<file path="src/rtl/mips_dmem_arbiter.sv">
// Round-robin arbiter between the CPU data port (r0) and a debug/preload port (r1)
// for the single-port data memory, with a per-owner burst limit and 1-cycle read return.
module mips_dmem_arbiter #(
  parameter int AW        = 32,
  parameter int DW        = 32,
  parameter int MAX_BURST = 4
) (
  input  logic          clk,
  input  logic          reset,
  input  logic          clk_enable,
  input  logic          r0_read,
  input  logic          r0_write,
  input  logic [AW-1:0] r0_address,
  input  logic [DW-1:0] r0_writedata,
  input  logic          r1_read,
  input  logic          r1_write,
  input  logic [AW-1:0] r1_address,
  input  logic [DW-1:0] r1_writedata,
  output logic          r0_wait,
  output logic          r1_wait,
  output logic [DW-1:0] r0_readdata,
  output logic [DW-1:0] r1_readdata,
  output logic          r0_rvalid,
  output logic          r1_rvalid,
  output logic [AW-1:0] data_address,
  output logic          data_write,
  output logic          data_read,
  output logic [DW-1:0] data_writedata,
  input  logic [DW-1:0] data_readdata,
  output logic          err
);

  localparam logic [3:0] MAXB = MAX_BURST[3:0];

  logic          r_owner;
  logic          r_last;
  logic [3:0]    r_burst;
  logic          r_pend_rd;
  logic          r_pend_id;
  logic          r_err;
  logic [AW-1:0] r_addr;
  logic [DW-1:0] r_wdata;
  logic [DW-1:0] r_rd0;
  logic [DW-1:0] r_rd1;

  logic          w_owner_nxt;
  logic          w_last_nxt;
  logic [3:0]    w_burst_nxt;
  logic          w_pend_rd_nxt;
  logic          w_pend_id_nxt;
  logic          w_err_nxt;
  logic [AW-1:0] w_addr_nxt;
  logic [DW-1:0] w_wdata_nxt;
  logic [DW-1:0] w_rd0_nxt;
  logic [DW-1:0] w_rd1_nxt;

  logic          w_req0;
  logic          w_req1;
  logic          w_active;
  logic          w_any;
  logic          w_gnt;
  logic          w_g_read;
  logic          w_g_write;
  logic [AW-1:0] w_g_addr;
  logic [DW-1:0] w_g_wdata;
  logic          w_illegal;

  // Reset is folded into the grant so that no access leaks out while it is asserted.
  assign w_req0    = r0_read | r0_write;
  assign w_req1    = r1_read | r1_write;
  assign w_active  = clk_enable & reset;
  assign w_any     = w_active & (w_req0 | w_req1);
  assign w_illegal = (r0_read & r0_write) | (r1_read & r1_write);

  always_comb begin
    w_gnt = 1'b0;
    if (w_req0 && !w_req1) begin
      w_gnt = 1'b0;
    end else if (w_req1 && !w_req0) begin
      w_gnt = 1'b1;
    end else if (w_req0 && w_req1) begin
      if (r_burst == 4'd0)
        w_gnt = ~r_last;
      else if (r_burst < MAXB)
        w_gnt = r_owner;
      else
        w_gnt = ~r_owner;
    end
  end

  // Read+write together from one requester is serviced as a write.
  always_comb begin
    if (w_gnt) begin
      w_g_read  = r1_read & ~r1_write;
      w_g_write = r1_write;
      w_g_addr  = r1_address;
      w_g_wdata = r1_writedata;
    end else begin
      w_g_read  = r0_read & ~r0_write;
      w_g_write = r0_write;
      w_g_addr  = r0_address;
      w_g_wdata = r0_writedata;
    end
  end

  always_ff @(posedge clk or negedge reset) begin
    if (!reset) begin
      r_owner   <= 1'b0;
      r_last    <= 1'b1;
      r_burst   <= 4'd0;
      r_pend_rd <= 1'b0;
      r_pend_id <= 1'b0;
      r_err     <= 1'b0;
      r_addr    <= '0;
      r_wdata   <= '0;
      r_rd0     <= '0;
      r_rd1     <= '0;
    end else begin
      r_owner   <= w_owner_nxt;
      r_last    <= w_last_nxt;
      r_burst   <= w_burst_nxt;
      r_pend_rd <= w_pend_rd_nxt;
      r_pend_id <= w_pend_id_nxt;
      r_err     <= w_err_nxt;
      r_addr    <= w_addr_nxt;
      r_wdata   <= w_wdata_nxt;
      r_rd0     <= w_rd0_nxt;
      r_rd1     <= w_rd1_nxt;
    end
  end

  always_comb begin
    w_owner_nxt   = r_owner;
    w_last_nxt    = r_last;
    w_burst_nxt   = r_burst;
    w_pend_rd_nxt = 1'b0;
    w_pend_id_nxt = r_pend_id;
    w_err_nxt     = r_err;
    w_addr_nxt    = r_addr;
    w_wdata_nxt   = r_wdata;
    w_rd0_nxt     = r_rd0;
    w_rd1_nxt     = r_rd1;
    // A response owed from the previous cycle is delivered even while frozen.
    if (r_pend_rd) begin
      if (r_pend_id)
        w_rd1_nxt = data_readdata;
      else
        w_rd0_nxt = data_readdata;
    end
    if (clk_enable) begin
      if (w_illegal)
        w_err_nxt = 1'b1;
      if (w_any) begin
        if (w_gnt == r_owner) begin
          w_burst_nxt = (r_burst >= MAXB) ? MAXB : r_burst + 4'd1;
        end else begin
          w_owner_nxt = w_gnt;
          w_burst_nxt = 4'd1;
        end
        w_last_nxt  = w_gnt;
        w_addr_nxt  = w_g_addr;
        w_wdata_nxt = w_g_wdata;
        if (w_g_read) begin
          w_pend_rd_nxt = 1'b1;
          w_pend_id_nxt = w_gnt;
        end
      end else begin
        w_burst_nxt = 4'd0;
      end
    end
  end

  always_comb begin
    r0_wait        = ~(w_any & ~w_gnt);
    r1_wait        = ~(w_any & w_gnt);
    data_read      = w_any & w_g_read;
    data_write     = w_any & w_g_write;
    data_address   = w_any ? w_g_addr : r_addr;
    data_writedata = w_any ? w_g_wdata : r_wdata;
    r0_rvalid      = r_pend_rd & ~r_pend_id;
    r1_rvalid      = r_pend_rd & r_pend_id;
    r0_readdata    = r0_rvalid ? data_readdata : r_rd0;
    r1_readdata    = r1_rvalid ? data_readdata : r_rd1;
    err            = r_err;
  end

endmodule

</file>
<file path="config.mk">
export PLATFORM = sky130hd
export DESIGN_NAME = mips_dmem_arbiter
export DESIGN_NICKNAME = d
export VERILOG_FILES = /design/src/rtl/mips_dmem_arbiter.sv
export SDC_FILE = /design/constraint.sdc
export NUM_CORES = 1
export LEC_CHECK = 0
export CELL_PAD_IN_SITES_DETAIL_PLACEMENT = 1
export CELL_PAD_IN_SITES_GLOBAL_PLACEMENT = 1
export CORE_MARGIN = 2
export CORE_UTILIZATION = 32
export DETAILED_ROUTE_END_ITERATION = 8
export GPL_TIMING_DRIVEN = 1
export PLACE_DENSITY = 0.92
export RECOVER_POWER = 100
export SYNTH_ARGS = -nofsm -noshare
export SYNTH_HDL_FRONTEND = slang
export SYNTH_SLANG_ARGS = --single-unit
</file>
<file path="constraint.sdc">
create_clock -name clk -period 2.7 [get_ports clk]
set_input_delay 0.27 -clock clk [delete_from_list [all_inputs] [get_ports clk]]
set_output_delay 0.27 -clock clk [all_outputs]
set_load 0.005 [all_outputs]
</file>
After elaboration in Yosys (flattened, before gate mapping)
Cells that the tools add are included.
Widths: inputs -> output; s select.
{"block": "totals", "ramBits": 0, "wordCells": 70, "latchBits": 0, "reg_bits": 137, "romBits": 0, "output_inout_bits": 135, "memories": 0}
{"block": "classes", "magnitude_cmp": 2, "mux": 19, "eq_ne": 1, "add_sub_neg": 1, "div_mod_pow": 0, "shifts": 0, "n_mul": 0, "reduce_logical": 12, "bitwise_logic": 25}
{"cell": "$mux 32", "n": 6}
{"cell": "$and 1x1->1", "n": 12}
{"cell": "$mux 4", "n": 3}
{"cell": "$mux 1", "n": 10}
{"cell": "$not 1->1", "n": 9}
{"cell": "$reduce_and 2->1", "n": 4}
{"cell": "$reduce_and 3->1", "n": 2}
{"cell": "$add 4x1->4 const B", "n": 1}
{"cell": "$ge 4x3->1 const B", "n": 1}
{"cell": "$logic_not 4->1", "n": 1}
{"cell": "$lt 4x3->1 const B", "n": 1}
{"cell": "$or 1x1->1", "n": 4}
{"cell": "$logic_and 1x1->1", "n": 3}
{"cell": "$logic_not 1->1", "n": 2}
{"cell": "$eq 1x1->1", "n": 1}

Longest topological paths before layout
{"block": "logic_depth", "depth_word": 10, "mapped_depth": 8, "ltp_nobuf": 6}

Worst setup path before layout
OpenSTA, ideal clock, no wires.
{"block": "synth_path", "kind": "flip-flop to output port", "startpoint": "reg r_burst[0]", "endpoint": "out data_address[22]", "slack_ps": 580, "path_stages_with_launch": 9, "t_required_ps": 2430, "n_path_buf": 2, "t_arrival_ps": 1850, "path_cell_list": "dfrtp_1 -> inv_1 -> ha_1 -> and2_1 -> o31a_1 -> a211oi_2 -> buf_2 -> buf_4 -> a221o_1"}
{"block": "synth_between", "elab_chain_cells": 8}
{"item": "start: declaration", "line": "37", "text": "logic [3:0] r_burst;"}
{"item": "start signal: assignment", "line": "121", "text": "r_burst <= w_burst_nxt;"}
{"item": "$lt 4x3->1", "line": "84", "text": "else if (r_burst < MAXB)"}
{"item": "$mux 1", "line": "84"}
{"item": "$mux 1 (*)", "line": "82", "text": "if (r_burst == 4'd0)"}
{"item": "$mux 1 (*)", "line": "81", "text": "end else if (w_req0 && w_req1) begin"}
{"item": "$mux 1 (*)", "line": "79", "text": "end else if (w_req1 && !w_req0) begin"}
{"item": "$mux 1 (*)", "line": "77", "text": "if (w_req0 && !w_req1) begin"}
{"item": "$mux 32 (*)", "line": "93", "text": "if (w_gnt) begin"}
{"item": "$mux 32 (*)"}
{"item": "end: declaration", "line": "25", "text": "output logic [AW-1:0] data_address,"}
Mark *: on every way between the ends. The rest lies on a longest branch, timed or not.

Worst setup path in the final report
{"block": "layout_path", "startpoint": "reg r_pend_rd", "endpoint": "out r1_readdata[2]"}
{"block": "layout_between", "elab_chain_cells": 2}
{"item": "start: declaration", "line": "38", "text": "logic r_pend_rd;"}
{"item": "start signal: assignment", "line": "122", "text": "r_pend_rd <= w_pend_rd_nxt;"}
{"item": "$and 1x1->1", "line": "181", "text": "r1_rvalid = r_pend_rd & r_pend_id;"}
{"item": "$mux 32", "line": "183", "text": "r1_readdata = r1_rvalid ? data_readdata : r_rd1;"}
{"item": "end: declaration", "line": "22", "text": "output logic [DW-1:0] r1_readdata,"}
Every way passes these cells.

==> summary.md <==
| Metric | Value |
|---|---|
| First DRT Iteration DRCs | around 240 |
| Reg2reg setup slack | around 320 ps |
| CTS buffer count | 17 |
| Vias after detailed routing | between 6000 and 7000 |
| Placed cells | around 1100 |
| Utilization after layout | between 50% and 60% |
| EDFF count, synth | 0 |
| Final nets | around 1000 |
| CTS sink count | approximately 140 |
| Routed Antenna Nets | 0 |
| RSZ-0062 raised after global routing | yes |
| Yosys reg bits | 137 |
| Critical path capture point type | primary output |
| Detailed-route vias per instance | approximately 5.3 |
| CTS tree | built |
| Max-slew violations | 73 |
| YS warnings | 0 |
| Setup tns final | -5330 ps |
| Worst-Margin Slew | roughly 1800 ps |
| DRC viols | 0 |
| Status | finished with violations |
| Routability cong. | around 0.79 |
| Final Power | roughly 9.1 mW |
| Core ar. | between 15000 and 20000 um2 |
| Drt first pass iters | 6 |
| Worst r2r dst | r_wdata[29]$_DFFE_PN0P_ |
| F_max | ~350 MHz |
| Max Cap Violations | 1 |
| Pwr dens | roughly 830 nW/um2 |
| Final min period | ~2800 ps |
| Synth cell types | 35 |
| Synth top area share | between 50% and 60% |
| Period utilization | 104% |
| Clock Pin Slew Worst Setup and Hold Paths | roughly 60 ps |
| GR Util met2 | 40.7% |
| Final Instance Area | ~11000 um2 |
| GR Util met1 | 28.6% |
| Placed instance area | 10100 um2 |
| Chip width | about 150 um |
| Worst Setup Slack, final | -120 ps |
| Clock root cell | clkbuf_16 |
| Worst setup SP type | flip-flop |
| Area grow syn2layout | 70.8% |
| Crit path arrival time | 2550 ps |
| Syn Nets | ~660 |
| Remaining Overflow, GRT | 0 |
| Most frequent cells in the layout | 230 x clkdlybuf4s50_1, 136 x dfrtp_1, 128 x a221o_1 |
| IO buf count | around 300 |
| Antenna violations before repair | 1 |
| Pleak | around 4.8 nW |
| Failing checks | capacitance limit, slew limit, setup timing |
| First-pass GRT wire length | just under 40000 um |
| Ys async rst share | 100% |
| Worst rel slew slack | -18.6% |
| Met3 Use GR | 6.14% |
| I/O pin count | about 300 |
| Endpoints failing hold | 0 |
| Final-report setup violation count | 82 |
| Critical path class | flip-flop to primary output |
| Die Height | ~150 um |
| Crit Path Max Fanout | 33 |
| Syn Area/Cell | between 10 and 15 um2 |
| Routed WL | roughly 25000 um |
| Gate Count Post-Synth | between 400 and 500 |
| Starting density of the core | 32.8% |
| Ys flop type | dfrtp_1 |
| Worst reg2reg path depth | 11 |
| Row cnt | 51 |
| Most area-consuming cells after synthesis | dfrtp_1 53%, a221o_1 20%, mux2_2 11% |
| Worst clock skew | ~10 ps |
| Reg-to-reg critical path startpoint | r_burst[0]$_DFFE_PN0P_ |
| Top Usage Layer GRT | met2 |
| Worst EP required | roughly 2400 ps |
| Seq/Total Area, Yosys | a little over half |
| Cell area after synthesis | around 6400 um2 |
| Clock H-tree levels | 4 |
| DR WL/cell | approximately 22 um |
| Pin count of the biggest net entering global routing | 73 |
| DP HPWL | about 17000 um |
| Most common cell after layout, fill and taps aside | clkdlybuf4s50_1 |
| Share of cells above drive strength 1 | between 20% and 30% |
| Maximum vdd drop | approximately 0.37 mV |
| Worst min-delay path category | input pin to asynchronous set/reset pin |
| CTS Buffer Depth | 2 |
| Skew-Pair Late Insertion Delay | about 420 ps |
| Die ar. | between 20000 and 25000 um2 |
| Vias in the first global route | approximately 6700 |
| Cell taking the most area after synthesis | dfrtp_1 |
| Fin cells | ~1100 |
| Tot GR Track Use | a little under a quarter |
[cell families (layout without fill, tap and decap cells)]
logic type	count (synthesis)	after routing	share of synthesized area [%]
AOI/OAI and AO/OA	151	151	23.0
DFF	137	137	53.6
other	0	1	0
buffers and inverters	51	436	3.54
adders and majority gates	2	2	0.391
muxes	64	64	11.3
and+or+nand+nor	90	90	8.12
[flip-flops by register name, indices dropped and copies added (netlist names)]
name	flops
r_addr	32
r_rd0	32
r_rd1	32
r_wdata	32
r_burst	4
err	1
r_last	1
r_owner	1
r_pend_id	1
r_pend_rd	1
[through the flow]
stage                     hold WS (ps)  worst slack (ps)
after global placement             438             -43.7
after floorplan                  -25.6               580
final                              464              -120
after detailed placement           448              -152
after global routing               489              -224
after CTS                         71.8              -131
[cell type report]
| class | count | area (um2) |
|---|---|---|
| clock buffers | 18 | 429 |
| inverters | 10 | 37.5 |
| repair buffers | 394 | 3750 |
| fillers | 1992 | 8600 |
| diodes | 1 | 2.50 |
| clock inverters | 14 | 136 |
| flip-flops and latches | 137 | 3430 |
| multi-input cells | 307 | 2810 |
| well taps | 265 | 332 |
[cells in the mapped netlist (2+ instances only)]
cell type	count
dfrtp_1	136
nor3_1	2
buf_2	22
a21o_1	2
ha_1	2
a221o_1	128
mux2_2	64
buf_1	6
a211oi_2	2
nor2b_1	65
buf_4	2
o32ai_1	2
o2111a_1	2
nor2_1	12
nand2_1	4
or2_2	2
o21ai_0	5
inv_1	10
clkbuf_1	11
[how the worst max path moves through the flow]
stage,start,end,slack (ps),cells after the start
2_1_floorplan,r_burst[0]$_DFFE_PN0P_,data_address[22],580,8
3_3_place_gp,r_burst[0]$_DFFE_PN0P_,data_address[0],-40,9
3_5_place_dp,r0_write,data_writedata[21],-150,7
4_1_cts,r_burst[1]$_DFFE_PN0P_,data_writedata[18],-130,11
5_1_grt,r_pend_rd$_DFF_PN0_,r1_readdata[3],-220,4
6_report,r_pend_rd$_DFF_PN0_,r1_readdata[2],-120,4
[where the power goes]
part / internal (mW) / switching [mW]
clock: 1.29 / 0.956
sequential: 2.81 / 0.215
combinational: 2.28 / 1.51
[critical path, cell delays in order, from the launching register on]
cell and delay [ps]:
dfrtp_1 390, nand2_1 90, clkbuf_2 720, mux2_2 440, clkdlybuf4s50_1 490
[layer usage]
metal	routed length, um	vias to the layer above
met5	0	-
met4	402	0
met3	1480	28
met2	12800	272
met1	10200	3048
li1	-	2714
[timing repair]
item | in CTS | in global routing
pin swaps | 51 | 7
endpoints found under the setup margin | 68 | 67
hold buffers | 0 | 0
gates resized for setup | 306 | 14
setup buffers | 34 | 5
gates cloned | 5 | 2
Power figures use the tool's default switching activity.
